$ cat config.mk
export PLATFORM = sky130hd
export DESIGN_NAME = cond_logic
export DESIGN_NICKNAME = d
export VERILOG_FILES = /design/src/rtl/cond_logic.sv
export SDC_FILE = /design/constraint.sdc
export NUM_CORES = 1
export LEC_CHECK = 0
export BUFFER_PORTS_ARGS = -buffer_cell sky130_fd_sc_hd__buf_2
export CAP_MARGIN = 20
export CORE_AREA = 3 3 40 42
export DETAILED_ROUTE_END_ITERATION = 6
export DIE_AREA = 0 0 43 45
export PLACE_DENSITY_LB_ADDON = 0.12
export SLEW_MARGIN = 20
export SYNTH_ARGS = -nofsm -noshare
export SYNTH_HDL_FRONTEND = slang
export SYNTH_SLANG_ARGS = --single-unit
$ cat constraint.sdc
create_clock -name clk -period 2.05 [get_ports clk]
set_clock_uncertainty 0.2 [all_clocks]
set_input_delay 0.205 -clock clk [delete_from_list [all_inputs] [get_ports clk]]
set_output_delay 0.205 -clock clk [all_outputs]
set_load 0.02 [all_outputs]
$ cat src/rtl/cond_logic.sv
// Conditional-execution unit for the ARMv4 core.
// Holds the NZCV status register and checks the instruction condition field
// against the stored flags. The PC, register-file and memory write strobes
// from the control unit are gated, so an instruction that fails its
// condition does not change architectural state.
module cond_logic #(
  parameter logic [3:0] RESET_FLAGS = 4'b0000,
  parameter bit         REG_OUT     = 1'b0
) (
  input  logic       clk,
  input  logic       reset_n,
  input  logic       Valid,
  input  logic       Stall,
  input  logic [3:0] Cond,
  input  logic [3:0] ALUFlags,
  input  logic [1:0] FlagW,
  input  logic       PCS,
  input  logic       RegW,
  input  logic       MemW,
  input  logic       NoWrite,
  output logic       PCSrc,
  output logic       RegWrite,
  output logic       MemWrite,
  output logic       CondEx,
  output logic [3:0] Flags
);

  logic [3:0] flags_q;
  logic       flag_n, flag_z, flag_c, flag_v;
  logic       cond_ex;
  logic       flag_en;
  logic       pcsrc_d, regwrite_d, memwrite_d;

  assign flag_n = flags_q[3];
  assign flag_z = flags_q[2];
  assign flag_c = flags_q[1];
  assign flag_v = flags_q[0];

  // Evaluate the condition field against the stored flags only. ALUFlags is
  // deliberately excluded, so the result an instruction produces cannot
  // decide whether that same instruction executes.
  always_comb begin
    cond_ex = 1'b0;
    case (Cond)
      4'b0000: cond_ex = flag_z;
      4'b0001: cond_ex = ~flag_z;
      4'b0010: cond_ex = flag_c;
      4'b0011: cond_ex = ~flag_c;
      4'b0100: cond_ex = flag_n;
      4'b0101: cond_ex = ~flag_n;
      4'b0110: cond_ex = flag_v;
      4'b0111: cond_ex = ~flag_v;
      4'b1000: cond_ex = flag_c & ~flag_z;
      4'b1001: cond_ex = ~flag_c | flag_z;
      4'b1010: cond_ex = (flag_n == flag_v);
      4'b1011: cond_ex = (flag_n != flag_v);
      4'b1100: cond_ex = ~flag_z & (flag_n == flag_v);
      4'b1101: cond_ex = flag_z | (flag_n != flag_v);
      4'b1110: cond_ex = 1'b1;
      default: cond_ex = 1'b0;
    endcase
  end

  assign CondEx = cond_ex;
  assign Flags  = flags_q;

  // Valid is the first term, so an unknown Cond during a bubble evaluates to
  // a disabled update and cannot corrupt the flags.
  assign flag_en = Valid & cond_ex & ~Stall;

  // NZ and CV are written independently. Logical ops set only FlagW[1], so
  // the carry and overflow flags are preserved.
  always_ff @(posedge clk or negedge reset_n) begin
    if (!reset_n) begin
      flags_q <= RESET_FLAGS;
    end else if (flag_en) begin
      if (FlagW[1]) flags_q[3:2] <= ALUFlags[3:2];
      if (FlagW[0]) flags_q[1:0] <= ALUFlags[1:0];
    end
  end

  assign pcsrc_d    = Valid & cond_ex & PCS;
  assign regwrite_d = Valid & cond_ex & RegW & ~NoWrite;
  assign memwrite_d = Valid & cond_ex & MemW;

  generate
    if (REG_OUT) begin : g_reg_out
      logic pcsrc_q, regwrite_q, memwrite_q;

      // Registered strobes: one cycle of latency, cleared immediately on reset.
      always_ff @(posedge clk or negedge reset_n) begin
        if (!reset_n) begin
          pcsrc_q    <= 1'b0;
          regwrite_q <= 1'b0;
          memwrite_q <= 1'b0;
        end else begin
          pcsrc_q    <= pcsrc_d;
          regwrite_q <= regwrite_d;
          memwrite_q <= memwrite_d;
        end
      end

      assign PCSrc    = pcsrc_q;
      assign RegWrite = regwrite_q;
      assign MemWrite = memwrite_q;
    end else begin : g_comb_out
      assign PCSrc    = pcsrc_d;
      assign RegWrite = regwrite_d;
      assign MemWrite = memwrite_d;
    end
  endgenerate

endmodule

# Word-level counts from Yosys, hierarchy flattened
# Index checks and enable logic that the tools add are counted.
# Widths: inputs -> output; s select.
dict set report word_totals {
  regBits 4
  out_inout_bits 8
}
dict set report op_classes {
  n_eq_ne 16
  muxes 1
  bitwise_logic 16
  n_reduce_logical 3
}
# cell count
set ops {}
lappend ops {{$eq 4x4->1 const B} 7}
lappend ops {{$eq 4x3->1 const B} 4}
lappend ops {{$pmux 1 s15} 1}
lappend ops {{$and 1x1->1} 8}
lappend ops {{$eq 4x2->1 const B} 2}
lappend ops {{$not 1->1} 6}
lappend ops {{$eq 4x1->1 const B} 1}
lappend ops {{$logic_not 4->1} 1}
lappend ops {{$reduce_and 2->1} 2}
lappend ops {{$or 1x1->1} 2}
lappend ops {{$eq 1x1->1} 1}
lappend ops {{$ne 1x1->1} 1}

# Logic depth before layout (Yosys ltp)
# Gate-level depths: netlist (run 1).
dict set report logic_depth {
  ltp_word 6
  depth_mapped 6
  depth_no_buf 5
}

# Least setup slack after synthesis (run 1)
# No wires, ideal clock.
dict set report synth_path {
  path_kind {register to output}
  start {reg flags_q[3], in the netlist Flags[3]}
  end {out RegWrite}
  arrival_ns 1.678
  t_required_ns 1.645
  slack_ns -0.033
  stages_incl_launch_ff 6
  path_buffers 0
  cell_sequence {dfrtp_1 -> xor2_1 -> mux2_4 -> a2bb2oi_4 -> a31oi_1 -> and3b_1}
}
dict set report synth_between {
  elab_chain_len 6
  elab_cells_between_ends 9
  cone_classes {eq/ne (2); mux (1); bitwise (6)}
}
# item line
set synth_lines {}
lappend synth_lines {{start: declaration} 28} ;# logic [3:0] flags_q;
lappend synth_lines {{start signal: assignment} 77} ;# if (FlagW[1]) flags_q[3:2] <= ALUFlags[3:2];
lappend synth_lines {{$ne 1x1->1 or $eq 1x1->1 (tied branches)} --}
lappend synth_lines {{$or 1x1->1 or $and 1x1->1 (tied branches)} {58, 57}}
lappend synth_lines {{$pmux 1 s15 *} 44} ;# case (Cond)
lappend synth_lines {{$and 1x1->1 * (3 in a row)} 83} ;# assign regwrite_d = Valid & cond_ex & RegW & ~NoWrite;
lappend synth_lines {{end: declaration} 22} ;# output logic RegWrite,
# Every way passes the cells marked *; elsewhere a longest branch is shown, timed or not.

# Worst setup path after layout (run 1)
# Ends and elaborated chain as after synthesis.

==> results of run 1 <==
-- cell type report --
cell class              count  share of cell area [%]
clock buffers               4                    3.40
flip-flops and latches      4                    13.1
inverters                   1                   0.486
well taps                  15                    2.43
repair buffers             37                    32.3
multi-input cells          37                    48.3
-- cells by family (layout without fill, tap and decap cells) --
kind of cell | after synthesis | in the layout | synth area share (%)
multiplexers | 6 | 6 | 17.7
XOR/XNOR | 4 | 4 | 8.41
flip-flops | 4 | 4 | 24.0
buffers and inverters | 2 | 42 | 2.70
AO/OA/AOI/OAI | 8 | 8 | 21.3
AND/OR/NAND/NOR | 19 | 19 | 25.8
-- layer usage --
metal  wire length, µm  up-vias
met4                 0        0
met1               529      217
met5                 0        -
met2               693        9
met3                34        0
li1                  -      238
-- worst register-to-register path, stage by stage (launching register included) --
cell and delay, ns:
dfrtp_2 0.42, xor2_2 0.22, mux2_4 0.33, a2bb2oi_4 0.15, buf_4 0.16, a31oi_4 0.22, mux2_4 0.32
-- cells in the mapped netlist --
cell / number
a31oi_1: 1
nor2_1: 3
a21o_1: 1
inv_1: 1
nand2b_1: 1
mux2_4: 1
buf_4: 1
dfrtp_1: 4
a21oi_1: 1
mux2i_2: 1
and3b_1: 2
nor3b_1: 3
o2bb2ai_1: 1
a31oi_2: 2
nor2b_1: 1
o32a_1: 1
mux2_1: 4
and2_1: 2
nand3_1: 1
nand3b_1: 1
a2bb2oi_4: 1
xor2_1: 4
nand2_1: 5
-- metrics by stage --
stage	utilization, %	power [W]	setup WS, ns	hold WS, ns
detailed placement	46.7	0.000611	-0.0766	-0.185
finish	60.1	0.000858	-0.178	0.00957
global placement	46.7	0.000603	-0.0305	-0.185
floorplan	-	0.000444	0.00861	-0.291
global route	60.1	0.000916	-0.254	0.000841
CTS	57.5	0.000836	-0.184	0.000591
-- power by group through the flow --
stage | Sequential [W] | Clock, W | Combinational [W]
after detailed placement | 0.000161 | 0 | 0.000449
after floorplan | 0.000212 | 0 | 0.000231
after CTS | 0.000167 | 0.000110 | 0.000559
after global placement | 0.000157 | 0 | 0.000446
after global routing | 0.000176 | 0.000123 | 0.000617
final | 0.000168 | 0.000106 | 0.000584
-- worst paths after layout --
path,cells after the start,slack [ns],end,startpoint
max,6,-0.18,RegWrite,Flags[3]$_DFFE_PN0P_
min,2,0.01,Flags[0]$_DFFE_PN0P_,ALUFlags[0]
max reg2reg,6,-0.10,Flags[0]$_DFFE_PN0P_,Flags[3]$_DFFE_PN0P_
min reg2reg,1,0.39,Flags[1]$_DFFE_PN0P_,Flags[1]$_DFFE_PN0P_
max in group asynchronous,2,1.41,Flags[3]$_DFFE_PN0P_,reset_n
min in group asynchronous,2,0.11,Flags[1]$_DFFE_PN0P_,reset_n
-- what timing repair did --
| action | CTS | global route |
|---|---|---|
| gates resized for setup | 16 | 4 |
| hold buffers | 1 | 1 |
| buffers inserted | 3 | 1 |
| endpoints found under the hold margin | 4 | 1 |
| setup endpoints to repair | 5 | 8 |
| pin swaps | 5 | 6 |
==> results.ini, run 1 <==
[floorplan]
design.die.area_mm2 = 0.00194
rows = 13
fp.dieW_um = 43
ioPinCount = 26
die_y_um = 45
start_util_pct = 32.4
fp.coreArea_mm2 = 0.00128

[clocking]
clock_sinks = 4
clk_pin_slew_worst_paths_ns = 0.04
clock_path_buffers = 2
htreeDepth = 1
clk_latency_ns = 0.23
root_buffer = clkbuf_4
cts_made_buffers = 3
cts_tree = yes

[yosys]
ys_seq_area_share_pct = 24.0
netlist_area_um2 = 417
synth_warnings = 0
syn_nets = 61
synth_area_leader_cell = dfrtp_1
yosys-top-cells-area = dfrtp_1 (24%), mux2_1 (11%), xor2_1 (8.4%), a2bb2oi_4 (6.3%), a31oi_2 (6.0%)
syn_avg_cell_area_um2 = 9.69
syn_inst = 43
yosys.area.top_type_share_pct = 24.0
ys_types = 23
ys_seq_elements = 4

[detailed_routing]
drt_iter0_markers = 4
vias_per_cell = 4.73
vias = 464
drt-total-wl_mm = 1.26
drc = 0
ant_nets = 0
routedWlPerCell_um = 12.8
dr.pass1.iters = 3

[finish]
final_layout_size_suffix_gt1_share_pct = 63.9
fin_area_um2 = 772
seq_area_um2 = 101
nets = 102
syn2layout_area_growth_pct = 85.3
final_cell_mix = buf_2 (21), buf_4 (9), mux2_4 (5), nand2_1 (5), buf_6 (5)
filler_cell_count = 111
multi_input_area_um2 = 373
diodes = 0
instances_no_fill = 98
largest_reg_flops = 4
layout_commonest_cell = buf_2

[placed_design]
dp_hpwl_um = 906
place_area_um2 = 601
dp_cells = 88
finalWeightedCongestion = 0.713
io_buffers = 25

[power_and_ir_drop]
clockPowerShare_pct = 12.4
power_frac_seq_pct = 19.5
leakagePower_nw = 0.371
intPower_w = 0.000514
power_switching_w = 0.000345
comb_power_share_pct = 68.1
peakVddDrop_v = 0.000784
pwr_density_cell_mw_per_mm2 = 1110
switching_share_pct = 40.1

[grt]
grt.overflow.total = 0
use_met2_pct = 26.3
grt_pass1_wl_mm = 2.05
gr-usage-met3_pct = 3.59
busiest_layer = met2
grt_max_degree = 9
grt_pass1_vias = 458
antenna_found_initial = 0
grtUsageMet1_pct = 15.4
grt_use_total_pct = 14.3

[timing]
hold_viol_final = 0
final.min_clock_period_ns = 2.23
slew_headroom_pct = 82.2
setup_viol = 8
setup_ws_ns = -0.178
post-route-period-util_pct = 109
tns_ns = -0.895
final-max-slew-violation-count = 0
worst_slew_pin_slew_ns = 0.261
grt_setup_unrepaired = true
fmax_mhz = 449

[outcome]
outcome = complete, but fails checks
violations = negative setup slack

[worst_setup_path]
crit_path_end_kind = output port
cp_max_fo = 3
start_kind = flip-flop
crit_arrival_ns = 1.82
crit_type = reg -> out
cpLargestDelayFamily = flip-flops
cp_num_buf_inv = 1
cp_slowest_cell = dfrtp_2
critical-path-max-stage-delay_ns = 0.42
crit_required_ns = 1.64
path_cells = xor2_2 -> mux2_4 -> a2bb2oi_4 -> a31oi_4 -> and3b_2 -> buf_6

[job]
drv_cap = 0

[min_path]
hp-class = in -> reg

(Power assumes the default switching activity.)
==> inputs of run 2 (changes only) <==
- ABC_AREA: default -> 1
==> run 2 against run 1 <==
The flow now finishes without violations. Clock power fell by 8%. Sequential share of layout area rose by 1.4 points. Synthesized cell count rose by 81%. Flip-flop and latch count did not move. Cell area fell by 11%. Utilization fell by 6.5 points. Global-route usage fell by 0.80 points. Combinational power fell by 26%. Setup slack improved by 0.23 ns. Critical path type unchanged. Largest cell class unchanged. Highest routed layer is now met4.
==> results.ini, run 2 <==
[outcome]
outcome = finished, final reports clean  ; was complete, but fails checks

[yosys]
syn_avg_cell_area_um2 = 5.68  ; was 9.69 µm²
synth_common_cells = nand2_1 (29), inv_1 (13), nor2_1 (8), nand3_1 (7), nand4_1 (6)  ; was nand2_1 (5), dfrtp_1 (4), mux2_1 (4), xor2_1 (4)
synth_area_leader_cell = nand2_1  ; was dfrtp_1
synth_warnings = 0  ; unchanged
ys_async_sr_fraction_pct = 100  ; unchanged
synth_edf_count = 0  ; unchanged
ys_seq_elements = 4  ; unchanged
ys.flop_type = dfrtp_1  ; unchanged
yosys.area.top_type_share_pct = 24.6  ; was 24.0%
syn_nets = 96  ; was 61
synth_most_common_cell = nand2_1  ; unchanged
ys_types = 15  ; was 23
ys_seq_area_share_pct = 22.6  ; was 24.0%
netlist_area_um2 = 443  ; was 417 µm²
syn_inst = 78  ; was 43
yosys-top-cells-area = nand2_1 (25%), dfrtp_1 (23%), inv_1 (11%), nand4_1 (8.5%), nand3_1 (7.9%)  ; was dfrtp_1 (24%), mux2_1 (11%), xor2_1 (8.4%), a2bb2oi_4 (6.3%), a31oi_2 (6.0%)

[finish]
nets = 132  ; was 102
layout_commonest_cell = nand2_1  ; was buf_2
syn2layout_area_growth_pct = 55.4  ; was 85.3%
final_layout_size_suffix_gt1_share_pct = 46.4  ; was 63.9%
fin_util_pct = 53.6  ; was 60.1%
final_cell_mix = nand2_1 (23), buf_2 (22), inv_1 (11)  ; was buf_2 (21), buf_4 (9), mux2_4 (5), nand2_1 (5), buf_6 (5)
diodes = 0  ; unchanged
largest_reg_flops = 4  ; unchanged

[worst_setup_path]
crit_type = reg -> out  ; unchanged
crit_required_ns = 1.64  ; about the same
cp_max_fo = 4  ; was 3
regToRegStartpoint = Flags[0]$_DFFE_PN0P_  ; was Flags[3]$_DFFE_PN0P_
crit_arrival_ns = 1.59  ; was 1.82 ns
start_kind = flip-flop  ; unchanged
crit_path_end_kind = output port  ; unchanged
cp-startpoint = Flags[3]$_DFFE_PN0P_  ; unchanged

[floorplan]
rows = 13  ; unchanged
fp.dieW_um = 43  ; unchanged
start_util_pct = 34.5  ; was 32.4%
die_y_um = 45  ; unchanged
design.die.area_mm2 = 0.00194  ; unchanged
ioPinCount = 26  ; unchanged
fp.coreArea_mm2 = 0.00128  ; unchanged

[placed_design]
finalWeightedCongestion = 0.835  ; was 0.713
dp_hpwl_um = 963  ; was 906 µm
io_buffers = 25  ; unchanged

[detailed_routing]
vias_per_cell = 4.85  ; was 4.73
drt_iter0_markers = 11  ; was 4
routedWlPerCell_um = 9.73  ; was 12.8 µm
drt-total-wl_mm = 1.24  ; was 1.26 mm
ant_nets = 0  ; unchanged
vias = 616  ; was 464
drc = 0  ; unchanged
dr.pass1.iters = 4  ; was 3

[clocking]
root_buffer = clkbuf_4  ; unchanged
cts_made_buffers = 3  ; unchanged
htreeDepth = 1  ; unchanged
clk_pin_slew_worst_paths_ns = 0.04  ; about the same
clk_latency_ns = 0.24  ; was 0.23 ns
clock_sinks = 4  ; unchanged
cts_tree = yes  ; unchanged
clock_path_buffers = 2  ; unchanged

[grt]
grt_max_degree = 7  ; was 9
grt_pass1_vias = 526  ; was 458
grt_use_total_pct = 13.5  ; was 14.3%
grt_pass1_wl_mm = 2.00  ; was 2.05 mm
grt.overflow.total = 0  ; unchanged
antenna_found_initial = 0  ; unchanged

[power_and_ir_drop]
leakagePower_nw = 0.406  ; was 0.371 nW
power_switching_w = 0.000325  ; was 0.000345 W
intPower_w = 0.000366  ; was 0.000514 W
peakVddDrop_v = 0.000710  ; was 0.000784 V
power_w = 0.000691  ; was 0.000858 W
comb_power_share_pct = 62.6  ; was 68.1%
power_frac_seq_pct = 23.2  ; was 19.5%
switching_share_pct = 47.0  ; was 40.1%
pwr_density_cell_mw_per_mm2 = 1000  ; was 1110 mW/mm²
clockPowerShare_pct = 14.2  ; was 12.4%

[timing]
final.min_clock_period_ns = 2.00  ; was 2.23 ns
fmax_mhz = 501  ; was 449 MHz
grt_setup_unrepaired = true  ; unchanged
worst_slew_pin_slew_ns = 0.255  ; was 0.261 ns
post-route-period-util_pct = 97.4  ; was 109%
final-max-slew-violation-count = 0  ; unchanged
setup_viol = 0  ; was 8
hold_viol_final = 0  ; unchanged
slew_headroom_pct = 83.0  ; was 82.2%

[min_path]
hp-class = in -> reg  ; unchanged
min_from = ALUFlags[2]  ; was ALUFlags[0]

[job]
drv_cap = 0  ; unchanged

run 2: cell count changes in the layout (fill, tap and decap cells not counted), sizes merged, moves of 2 or more:
cell,before,now
nand2,5,32
inv,1,14
nor2,3,10
nand3,1,7
nand4,0,6
buf,35,30
mux2,5,0
xor2,4,0
a31oi,3,0
nor3b,3,0
a21oi,1,3
and2,2,0
and3b,2,0
run 2: logic make-up (layout without fill, tap and decap cells):
| group | after synthesis | count (layout) | synth area share [%] |
|---|---|---|---|
| DFF | 4 | 4 | 22.6 |
| buffers and inverters | 14 | 48 | 11.9 |
| and+or+nand+nor | 57 | 57 | 58.8 |
| AOI/OAI and AO/OA | 3 | 3 | 6.78 |
run 2: stage by stage:
| stage | worst slack (ns) | instance area (µm²) | instances | setup TNS, ns | hold WS, ns |
|---|---|---|---|---|---|
| floorplan | 0.149 | 443 | 78 | 0 | -0.291 |
| global placement | 0.203 | 587 | 118 | 0 | -0.190 |
| detailed placement | 0.206 | 587 | 118 | 0 | -0.188 |
| CTS | 0.00848 | 644 | 125 | 0 | 0.0219 |
| global route | -0.111 | 688 | 127 | -0.235 | 0.0383 |
| finish | 0.0524 | 688 | 127 | 0 | 0.0220 |
run 2: cell type report:
| cell class | instances | area (µm²) |
|---|---|---|
| Inverter | 14 | 52.6 |
| Timing Repair Buffer | 31 | 180 |
| Multi-Input combinational cell | 60 | 314 |
| Sequential cell | 4 | 100 |
| Clock buffer | 3 | 22.5 |
| Tap cell | 15 | 18.8 |
| Fill cell | 127 | 597 |
run 2: path summary, 6_finish.rpt:
check / endpoint / slack [ns] / depth (start not counted)
min: Flags[2]$_DFFE_PN0P_ / 0.02 / 3
max: RegWrite / 0.05 / 12
min in group asynchronous: Flags[3]$_DFFE_PN0P_ / 0.10 / 2
max in group asynchronous: Flags[0]$_DFFE_PN0P_ / 1.43 / 2
min reg2reg: Flags[2]$_DFFE_PN0P_ / 0.38 / 2
max reg2reg: Flags[1]$_DFFE_PN0P_ / 0.41 / 11
run 2: repair_timing:
action | CTS | global route
resized for setup | 1 | 13
buffers inserted | 3 | 2
endpoints found under the setup margin | 3 | 3
hold buffers | 1 | 0
pin swaps | 1 | 6
hold endpoints to repair | 4 | 0
run 2: power groups by stage:
stage / clock network (W) / logic [W] / registers [W]
after detailed placement: 0 / 0.000329 / 0.000162
after floorplan: 0 / 0.000185 / 0.000199
after global placement: 0 / 0.000330 / 0.000160
after CTS: 0.000102 / 0.000373 / 0.000155
final: 0.0000980 / 0.000432 / 0.000160
after global routing: 0.000109 / 0.000483 / 0.000167
run 2: metal layers:
layer | up-vias | global-route usage (%) | part of all wire [%]
met5 | - | 0 | 0
met4 | 0 | 5.42 | 1.5
met3 | 3 | 3.98 | 7.7
li1 | 314 | - | -
met1 | 275 | 15.5 | 41
met2 | 24 | 23.7 | 49
run 2: worst max-delay path: stages, from the launching register on:
cell     delay, ns
dfrtp_1       0.41
inv_2         0.08
nand2_2       0.06
nand2_2       0.07
nand2_2       0.06
nand2_2       0.06
nand2_2       0.04
nand2_2       0.08
nor2_4        0.04
a21oi_4       0.14
nand2_1       0.07
nor2_1        0.10
buf_4         0.14
==> inputs of run 3 (changes only) <==
- HOLD_SLACK_MARGIN: default -> 0.12
==> run 3 against run 2 <==
Maximum frequency grew 0.12%. Cell count is 6.3% higher. Critical path depth did not move. Cell area up 12%. Clock-buffer cell count stayed put. Sequential power hardly changed. Non-clock buffer count up 8. Largest power group unchanged.
==> results.ini, run 3 (synthesis results as in run 2) <==
[floorplan]
start_util_pct = 34.5  ; unchanged
rows = 13  ; unchanged
ioPinCount = 26  ; unchanged
fp.coreArea_mm2 = 0.00128  ; unchanged
die_y_um = 45  ; unchanged
design.die.area_mm2 = 0.00194  ; unchanged
fp.dieW_um = 43  ; unchanged

[clocking]
root_buffer = clkbuf_4  ; unchanged
cts_made_buffers = 3  ; unchanged
clk_latency_ns = 0.24  ; about the same
cts_tree = yes  ; unchanged
clk_pin_slew_worst_paths_ns = 0.04  ; about the same
clock_sinks = 4  ; unchanged
htreeDepth = 1  ; unchanged
clock_path_buffers = 2  ; unchanged

[min_path]
hp-class = in -> reg  ; unchanged
min_from = Valid  ; was ALUFlags[2]
hold_depth = 4  ; was 3
holdPathEnd = Flags[2]$_DFFE_PN0P_  ; unchanged

[job]
drv_cap = 0  ; unchanged

[finish]
final_cell_mix = nand2_1 (23), buf_2 (22), inv_1 (11)  ; unchanged
nets = 140  ; was 132
layout_commonest_cell = nand2_1  ; unchanged
diodes = 0  ; unchanged
filler_cell_count = 118  ; was 127
instances_no_fill = 135  ; was 127
multi_input_area_um2 = 314  ; unchanged
largest_reg_flops = 4  ; unchanged
final_layout_size_suffix_gt1_share_pct = 43.3  ; was 46.4%
syn2layout_area_growth_pct = 73.4  ; was 55.4%
seq_area_um2 = 100  ; unchanged

[placed_design]
dp_hpwl_um = 963  ; unchanged
dp_cells = 118  ; unchanged
io_buffers = 25  ; unchanged
finalWeightedCongestion = 0.835  ; unchanged

[worst_setup_path]
start_kind = flip-flop  ; unchanged
crit_path_end_kind = output port  ; unchanged
r2r_end = Flags[1]$_DFFE_PN0P_  ; unchanged
crit_arrival_ns = 1.59  ; about the same
crit_required_ns = 1.64  ; about the same
cp_max_fo = 4  ; unchanged
path_cells = inv_2 -> nand2_2 -> nand2_2 -> nand2_2 -> nand2_2 -> nand2_2 -> nand2_2 -> nor2_4 -> a21oi_4 -> nand2_1 -> nor2_1 -> buf_4  ; unchanged
critical-path-max-stage-delay_ns = 0.41  ; about the same
regToRegStartpoint = Flags[0]$_DFFE_PN0P_  ; unchanged
reg2reg_depth = 11  ; unchanged
cp_slowest_cell = dfrtp_1  ; unchanged
r2r_setup_slack_ns = 0.40  ; was 0.41 ns
path_common_cell = nand2_2  ; unchanged
crit_type = reg -> out  ; unchanged

[outcome]
outcome = finished, final reports clean  ; unchanged

[timing]
slew_headroom_pct = 82.5  ; was 83.0%
post-route-period-util_pct = 97.3  ; was 97.4%
final.min_clock_period_ns = 2.00  ; about the same
setup_viol = 0  ; unchanged
grt_setup_unrepaired = true  ; unchanged
worst_slew_pin_slew_ns = 0.261  ; was 0.255 ns
final-max-slew-violation-count = 0  ; unchanged
fmax_mhz = 501  ; about the same
hold_viol_final = 0  ; unchanged
tns_ns = 0  ; unchanged

[grt]
grt_pass1_vias = 633  ; was 526
grt_pass1_wl_mm = 2.31  ; was 2.00 mm
antenna_found_initial = 0  ; unchanged
grt.overflow.total = 0  ; unchanged
grt_max_degree = 7  ; unchanged
grt_use_total_pct = 15.6  ; was 13.5%

[power_and_ir_drop]
peakVddDrop_v = 0.000721  ; was 0.000710 V
pwr_density_cell_mw_per_mm2 = 916  ; was 1000 mW/mm²
power_w = 0.000704  ; was 0.000691 W
leakagePower_nw = 0.439  ; was 0.406 nW

[detailed_routing]
drt-total-wl_mm = 1.39  ; was 1.24 mm
dr.pass1.iters = 4  ; unchanged
vias_per_cell = 4.88  ; was 4.85
drc = 0  ; unchanged
ant_nets = 0  ; unchanged
drt_iter0_markers = 16  ; was 11
routedWlPerCell_um = 10.3  ; was 9.73 µm
vias = 659  ; was 616

==> run 3: cell types whose count changed in the layout (fill, tap and decap cells not counted), sizes merged <==
cell         change
dlygate4sd3      +8
==> run 3: layout make-up <==
class | instances | share of cell area (%)
tap | 15 | 2.44
sequential | 4 | 13.0
multi-input combinational | 60 | 40.9
clock buffer | 3 | 2.93
timing repair buffer | 39 | 33.9
inverter | 14 | 6.84
==> run 3: worst max path at each step <==
stage,from,end,slack (ns),cells after the start
3_3_place_gp,Flags[3]$_DFFE_PN0P_,RegWrite,0.20,12
6_report,Flags[3]$_DFFE_PN0P_,RegWrite,0.05,12
4_1_cts,Flags[3]$_DFFE_PN0P_,RegWrite,0.008,12
3_5_place_dp,Flags[3]$_DFFE_PN0P_,RegWrite,0.21,12
2_1_floorplan,Flags[3]$_DFFE_PN0P_,RegWrite,0.15,10
5_1_grt,Flags[0]$_DFFE_PN0P_,RegWrite,-0.10,12
==> run 3: report_power, final <==
part | leakage [nW] | internal [W] | switching [W] | total [W]
sequential | 0.0500 | 0.000116 | 0.0000443 | 0.000161
clock | 0.0138 | 0.0000655 | 0.0000325 | 0.0000980
combinational | 0.375 | 0.000194 | 0.000251 | 0.000445
==> run 3: routing by layer <==
| metal | global-route usage, % | wire, µm | up-vias | share of wire, % |
|---|---|---|---|---|
| met5 | 0 | 0 | - | 0 |
| met4 | 7.83 | 32 | 0 | 2.3 |
| met3 | 4.38 | 90 | 5 | 6.5 |
| met2 | 28.7 | 728 | 28 | 52 |
| met1 | 16.3 | 543 | 294 | 39 |
| li1 | - | - | 332 | - |
==> run 3: metrics by stage <==
stage | hold slack (ns) | util, % | worst slack, ns | instance area (µm²)
after global placement | -0.190 | 45.7 | 0.203 | 587
after detailed placement | -0.188 | 45.7 | 0.206 | 587
after floorplan | -0.291 | - | 0.149 | 443
final | 0.128 | 59.8 | 0.0547 | 768
after global routing | 0.155 | 59.8 | -0.105 | 768
after CTS | 0.124 | 56.4 | 0.00848 | 724
==> run 3: repair_timing <==
item / in CTS / in global routing
endpoints found under the hold margin: 8 / 0
pin swaps: 1 / 6
hold buffers: 9 / 0
buffers inserted: 3 / 2
endpoints found under the setup margin: 3 / 3
gates resized for setup: 1 / 13
cloned: 0 / 0
==> run 3: worst max-delay path, delay by kind of cell, from the launching register on <==
| family | cells | cell delay [ns] |
|---|---|---|
| AO/OA/AOI/OAI | 1 | 0.14 |
| buffers and inverters | 2 | 0.22 |
| flip-flops | 1 | 0.41 |
| AND/OR/NAND/NOR | 9 | 0.58 |
